===== src/rtl/tsc_mc_control.sv =====
// Multi-cycle control sequencer for the TSC datapath: FETCH/DECODE/EXEC/WB/DONE over ADD, ADI, LHI, WWD, JMP.
// Optional retired-instruction counter output num_inst is enabled by defining TSC_NUM_INST_EN.
module tsc_mc_control #(
    parameter int WORD_SIZE = 16,
    parameter int PC_BITS   = 8,
    parameter int PC_END    = 27
) (
    input  logic                 clk,
    input  logic                 reset,
    input  logic                 cpu_enable,
    input  logic                 wwd_enable,
    input  logic [WORD_SIZE-1:0] instr,
    input  logic [PC_BITS-1:0]   pc_cur,
    output logic                 ir_write,
    output logic                 pc_write,
    output logic                 pc_src_jmp,
    output logic                 reg_write,
    output logic                 reg_dst_rt,
    output logic                 alu_src_imm,
    output logic [1:0]           alu_op,
    output logic                 out_strobe,
    output logic [1:0]           rs,
    output logic [1:0]           rt,
    output logic [1:0]           rd,
    output logic [7:0]           imm,
    output logic [11:0]          target,
`ifdef TSC_NUM_INST_EN
    output logic [WORD_SIZE-1:0] num_inst,
`endif
    output logic                 illegal,
    output logic                 done
);

    typedef enum logic [2:0] {
        S_FETCH  = 3'd0,
        S_DECODE = 3'd1,
        S_EXEC   = 3'd2,
        S_WB     = 3'd3,
        S_DONE   = 3'd4
    } state_t;

    localparam logic [PC_BITS-1:0] PC_LAST = PC_BITS'(PC_END);

    state_t               state;
    state_t               state_next;
    logic [WORD_SIZE-1:0] ir;

    logic [3:0] op;
    logic [5:0] func;
    logic       is_add, is_adi, is_lhi, is_wwd, is_jmp;
    logic       has_wb, unsupported;
    logic       active, at_end, last_cycle;

    assign op     = ir[15:12];
    assign func   = ir[5:0];
    assign is_add = (op == 4'hF) && (func == 6'd0);
    assign is_wwd = (op == 4'hF) && (func == 6'd28);
    assign is_adi = (op == 4'h4);
    assign is_lhi = (op == 4'h6);
    assign is_jmp = (op == 4'h9);

    assign has_wb      = is_add | is_adi | is_lhi;
    assign unsupported = ~(has_wb | is_wwd | is_jmp);

    // Strobes only fire while running; reset kills the in-flight instruction's writes.
    assign active     = cpu_enable && !reset;
    assign at_end     = (pc_cur == PC_LAST);
    assign last_cycle = ((state == S_EXEC) && !has_wb) || (state == S_WB);

    assign rs     = ir[11:10];
    assign rt     = ir[9:8];
    assign rd     = ir[7:6];
    assign imm    = ir[7:0];
    assign target = ir[11:0];
    assign done   = (state == S_DONE);

    always_ff @(posedge clk) begin
        if (reset) begin
            state <= S_FETCH;
        end else begin
            state <= state_next;
        end
    end

    always_comb begin
        state_next = state;
        if (cpu_enable) begin
            case (state)
                S_FETCH:  state_next = S_DECODE;
                S_DECODE: state_next = S_EXEC;
                S_EXEC: begin
                    if (has_wb)      state_next = S_WB;
                    else if (at_end) state_next = S_DONE;
                    else             state_next = S_FETCH;
                end
                S_WB:     state_next = at_end ? S_DONE : S_FETCH;
                S_DONE:   state_next = S_DONE;
                default:  state_next = S_FETCH;
            endcase
        end
    end

    always_comb begin
        ir_write    = 1'b0;
        pc_write    = 1'b0;
        pc_src_jmp  = 1'b0;
        reg_write   = 1'b0;
        reg_dst_rt  = 1'b0;
        alu_src_imm = 1'b0;
        alu_op      = 2'b00;
        out_strobe  = 1'b0;
        if (active) begin
            case (state)
                S_FETCH: ir_write = 1'b1;
                S_EXEC: begin
                    if (!has_wb) begin
                        pc_write   = !at_end;
                        pc_src_jmp = is_jmp;
                        out_strobe = is_wwd && wwd_enable;
                    end
                end
                S_WB: begin
                    reg_write   = 1'b1;
                    reg_dst_rt  = !is_add;
                    alu_src_imm = !is_add;
                    alu_op      = is_lhi ? 2'b01 : 2'b00;
                    pc_write    = !at_end;
                end
                default: ;
            endcase
        end
    end

    // IR only captures in FETCH, so later changes on instr never reach decode.
    always_ff @(posedge clk) begin
        if (reset) begin
            ir <= '0;
        end else if (cpu_enable && (state == S_FETCH)) begin
            ir <= instr;
        end
    end

    always_ff @(posedge clk) begin
        if (reset) begin
            illegal <= 1'b0;
        end else if (cpu_enable && (state == S_EXEC) && unsupported) begin
            illegal <= 1'b1;
        end
    end

`ifdef TSC_NUM_INST_EN
    always_ff @(posedge clk) begin
        if (reset) begin
            num_inst <= '0;
        end else if (pc_write || (active && last_cycle && at_end)) begin
            num_inst <= num_inst + 1'b1;
        end
    end
`endif

endmodule


===== config.mk =====
export PLATFORM = sky130hd
export DESIGN_NAME = tsc_mc_control
export DESIGN_NICKNAME = d
export VERILOG_FILES = /design/src/rtl/tsc_mc_control.sv
export SDC_FILE = /design/constraint.sdc
export NUM_CORES = 1
export LEC_CHECK = 0
export BUFFER_PORTS_ARGS = -buffer_cell sky130_fd_sc_hd__buf_2
export CORE_MARGIN = 10
export CORE_UTILIZATION = 30
export DETAILED_ROUTE_END_ITERATION = 6
export PLACE_DENSITY = 0.59
export SLEW_MARGIN = 20
export SYNTH_ARGS = -nofsm -noshare
export SYNTH_HDL_FRONTEND = slang
export SYNTH_SLANG_ARGS = --single-unit

===== constraint.sdc =====
create_clock -name clk -period 2.3 [get_ports clk]
set_clock_uncertainty 0.2 [all_clocks]
set_input_delay 0.46 -clock clk [delete_from_list [all_inputs] [get_ports clk]]
set_output_delay 0.46 -clock clk [all_outputs]
set_load 0.05 [all_outputs]

Word-level counts from Yosys, hierarchy flattened
Index checks and enable logic that the tools add are counted.
- register bits after elaboration: 20
- bits of input ports: 28
- output and inout port bits: 37
- logic and storage cells: 51
- equal/unequal tests: 10
- multiplexer cells: 21
- bitwise operators: 5
- reductions and logical operators: 12
- operator list (cell ; count):
    $mux W1 ; 17
    $pmux W3 S5 ; 1
    $eq A4 B3 Y1 const B ; 2
    $eq A4 B4 Y1 const B ; 2
    $eq A8 B5 Y1 const B ; 1
    $logic_and A1 B1 Y1 ; 7
    $eq A3 B2 Y1 const B ; 2
    $eq A6 B5 Y1 const B ; 1
    $logic_not A6 Y1 ; 1
    $mux W3 ; 2
    $or A1 B1 Y1 ; 4
    $eq A3 B1 Y1 const B ; 1
    $eq A3 B3 Y1 const B ; 1
    $logic_not A1 Y1 ; 3
    $logic_not A3 Y1 ; 1
    $pmux W1 S2 ; 1
    $not A1 Y1 ; 1

Logic depth before layout (Yosys ltp)
- depth after elaboration: 8
- mapped depth: 6

Worst setup path after synthesis
OpenSTA, ideal clock, no wires.
- path type: input to output
- start point: input port cpu_enable
- end point: output port reg_dst_rt
- data arrival time: 2.437 ns
- setup slack: -0.797 ns
- cell stages on the path: 4
- path buffers: 1
- path through: nand2b_4 or3b_4 nor3_1 buf_4
- cells in the longest elaborated chain, start to end: 2
- ends and longest elaborated chain (what ; line ; text):
    start: declaration ; 10 ; input logic cpu_enable,
    $logic_and A1 B1 Y1 ; 66 ; assign active = cpu_enable && !reset;
    $mux W1 ; n/a ;
    end: declaration ; 18 ; output logic reg_dst_rt,
No other way between the ends.

Worst setup path in the final report
- start point: register state[2]
- end point: output port alu_op[0]
- cells in the longest elaborated chain, start to end: 3
- ends and longest elaborated chain (what ; line ; text):
    start: declaration ; 44 ; state_t state;
    start signal: assignment ; 81 ; state <= state_next;
    $eq A3 B2 Y1 ; 113 ; case (state)
    $mux W1 ; 113 ;
    $mux W1 ; 112 ; if (active) begin
    end: declaration ; 20 ; output logic [1:0] alu_op,
No other way between the ends.

==> impl_metrics.env <==
export IMPL_startpoint_type="register"
export IMPL_layout_nets=221
export IMPL_finalSetupViolations=0
export IMPL_dieHeight_um=82.5
export IMPL_syn_nets=176
export IMPL_finalCritPeriodShare_pct=99.8
export IMPL_synth_warnings=0
export IMPL_root_buffer="clkbuf_8"
export IMPL_ys_types=33
export IMPL_fin_area_um2=1550
export IMPL_final_cells=240
export IMPL_final_hold_violation_count=0
export IMPL_place_congestion=0.765
export IMPL_overflow=0
export IMPL_clk_latency_ps=260
export IMPL_hold_start="instr[12]"
export IMPL_p_sw_share_pct=36.2
export IMPL_p_seq_share_pct=41.9
export IMPL_clk_pin_slew_ps=70
export IMPL_reg2reg_to="illegal$_SDFFE_PP0P_"
export IMPL_place_area_um2=1370
export IMPL_drtPass1Iterations=4
export IMPL_cp_max_fo=4
export IMPL_grt_max_degree=23
export IMPL_antenna_cells=0
export IMPL_cts_sinks=20
export IMPL_routedWlPerCell_um=13.8
export IMPL_start_util_pct=31.5
export IMPL_htree_levels=1
export IMPL_num_vias=1119
export IMPL_max_cap_violations=0
export IMPL_switching_power_uw=341
export IMPL_grt_pass1_wl_um=5010
export IMPL_p_int_uw=601
export IMPL_cts_buffers_inserted=3
export IMPL_syn_avg_cell_area_um2=7.92
export IMPL_worst_slack_ps=4.44
export IMPL_core_area_um2=3720
export IMPL_combPwrFrac_pct=29.6
export IMPL_syn_area_um2=1170
export IMPL_rows=22
export IMPL_synth_seq_cells=20
export IMPL_die_area_um2=6810
export IMPL_status="complete, no violations"
export IMPL_slew_violations=0
export IMPL_worstSetupEndpointType="output port"
export IMPL_irDropWorstVdd_uv=225
export IMPL_drc=0
export IMPL_fill_cells=416
export IMPL_dr_first_iter_drc_count=44
export IMPL_fmax_ghz=0.436
export IMPL_vias_per_cell=4.66
export IMPL_cp_arrival_ps=1640
export IMPL_drive_gt1_share_pct=51.0
export IMPL_clkPwrFrac_pct=28.5
export IMPL_dpl_worst_slack_ps=35.2
export IMPL_ys_seq_area_share_pct=34.2
export IMPL_clockBufferDepth=2
export IMPL_min_period_ps=2300
export IMPL_antenna_found_initial=0
export IMPL_r2r_cells=5
export IMPL_grt_setup_unrepaired="true"
export IMPL_ant_nets=0
export IMPL_dieWidth_um=82.5
export IMPL_rr_startpoint="state[2]$_SDFFE_PP0P_"
export IMPL_routed_wl_um=3320
export IMPL_io_buffers=63
export IMPL_cts_tree="yes"
export IMPL_r2r_slack_ps=620
export IMPL_crit_type="register to output port"
export IMPL_holdPathEnd="ir[12]$_SDFFE_PP0P_"
export IMPL_syn2layout_area_growth_pct=31.9
export IMPL_placedCellCount=232
export IMPL_setup_tns_ps=0
export IMPL_synthCells=148
export IMPL_hold_depth=3
export IMPL_worstPathRequired_ps=1640
export IMPL_holdCritPathClass="primary input to register"
export IMPL_leakage_nw=0.713
export IMPL_grtUsageTotal_pct=9.09
export IMPL_grt_pass1_vias=1096
export IMPL_ios=65
export IMPL_hpwl_um=2570
export IMPL_power_density_nw_per_um2=609
-- power groups by stage --
stage,registers (mW),clock network (mW),logic (mW)
after global placement,0.401,0,0.272
final,0.394,0.268,0.279
after floorplan,0.397,0,0.241
after detailed placement,0.401,0,0.272
after CTS,0.393,0.275,0.274
after global routing,0.399,0.287,0.298
-- layout by cell type, fill, tap and decap left out, drive strengths merged --
cell,netlist,final
dfxtp,20,20
nor2b,2,2
o21ai,2,2
buf,32,73
nand4b,1,1
a32o,1,1
conb,1,1
nor4,2,2
a21oi,17,17
o31a,1,1
inv,4,4
nand2b,3,3
nand4,2,2
or3b,1,1
clkbuf,2,5
and4,2,2
and4b,1,1
o41ai,1,1
nor3b,5,5
and3,2,2
nand2,33,33
nand3b,1,1
nor3,4,4
or3,2,2
nor2,4,4
o32ai,1,1
o211ai,1,1
-- logic make-up after synthesis --
kind of cell | synth area share, %
AND/OR/NAND/NOR | 31.1
other | 0.320
AO/OA/AOI/OAI | 11.8
flip-flops | 34.2
buffers and inverters | 22.6
-- through the flow --
stage,total power [mW],utilization (%),hold slack (ps)
2_1_floorplan,0.638,-,250
3_3_place_gp,0.673,36.8,254
3_5_place_dp,0.673,36.8,264
4_1_cts,0.941,39.0,231
5_1_grt,0.985,41.6,225
6_report,0.942,41.6,227
-- metal layers --
layer / share of wire [%] / vias to the layer above / routed length (um) / track usage [%]
met2: 47 / 43 / 1560 / 15.2
met5: 0 / - / 0 / 0
li1: - / 559 / - / -
met4: 2.6 / 0 / 87 / 2.51
met1: 40 / 509 / 1340 / 10.6
met3: 9.9 / 8 / 329 / 3.56
-- registers in the layout, summed over array words and instances, names as in the netlist --
signal   cells
illegal      1
ir          16
state        3
-- synthesized netlist by cell type, drive strengths merged --
cell type	instances	area, um2
buf	32	243
conb	1	3.75
o41ai	1	8.76
o32ai	1	8.76
and3	2	12.5
clkbuf	2	7.51
nand4	2	12.5
nor2	4	17.5
and4	2	17.5
a32o	1	10.0
and4b	1	10.0
nand3b	1	7.51
o211ai	1	7.51
or3	2	12.5
nor4	2	12.5
a21oi	17	85.1
o31a	1	8.76
or3b	1	11.3
nor3b	5	47.5
nor3	4	31.3
nand2	33	124
nor2b	2	12.5
o21ai	2	10.0
nand2b	3	26.3
inv	4	15.0
dfxtp	20	400
nand4b	1	8.76
-- cell type report --
cell class	instances	area [um2]	share of cell area, %
Timing Repair Buffer	74	438	28.3
Tap cell	48	60.1	3.88
Inverter	4	15.0	0.971
Clock buffer	4	55.1	3.56
Sequential cell	20	413	26.7
Multi-Input combinational cell	90	566	36.6
-- worst max path at each step --
| stage | from | endpoint | depth (start not counted) |
|---|---|---|---|
| global placement | cpu_enable | alu_op[0] | 6 |
| finish | state[2]$_SDFFE_PP0P_ | alu_op[0] | 5 |
| detailed placement | cpu_enable | alu_op[0] | 6 |
| floorplan | cpu_enable | reg_dst_rt | 4 |
| CTS | ir[13]$_SDFFE_PP0P_ | pc_write | 5 |
| global route | state[2]$_SDFFE_PP0P_ | alu_op[0] | 5 |
-- what timing repair did --
| action | 4_1_cts | 5_1_grt |
|---|---|---|
| setup buffers | 0 | 4 |
| hold endpoints to repair | 0 | 0 |
| hold buffers | 0 | 0 |
| endpoints found under the setup margin | 3 | 6 |
| gates resized for setup | 8 | 26 |
| pin swaps | 0 | 8 |
-- worst max-delay path, stage by stage, from the launching register on --
cell and delay [ps]:
dfxtp_2 330, nand2b_4 160, or3b_4 440, nor2_4 120, and3_4 190, buf_8 140
(Power assumes the default switching activity.)
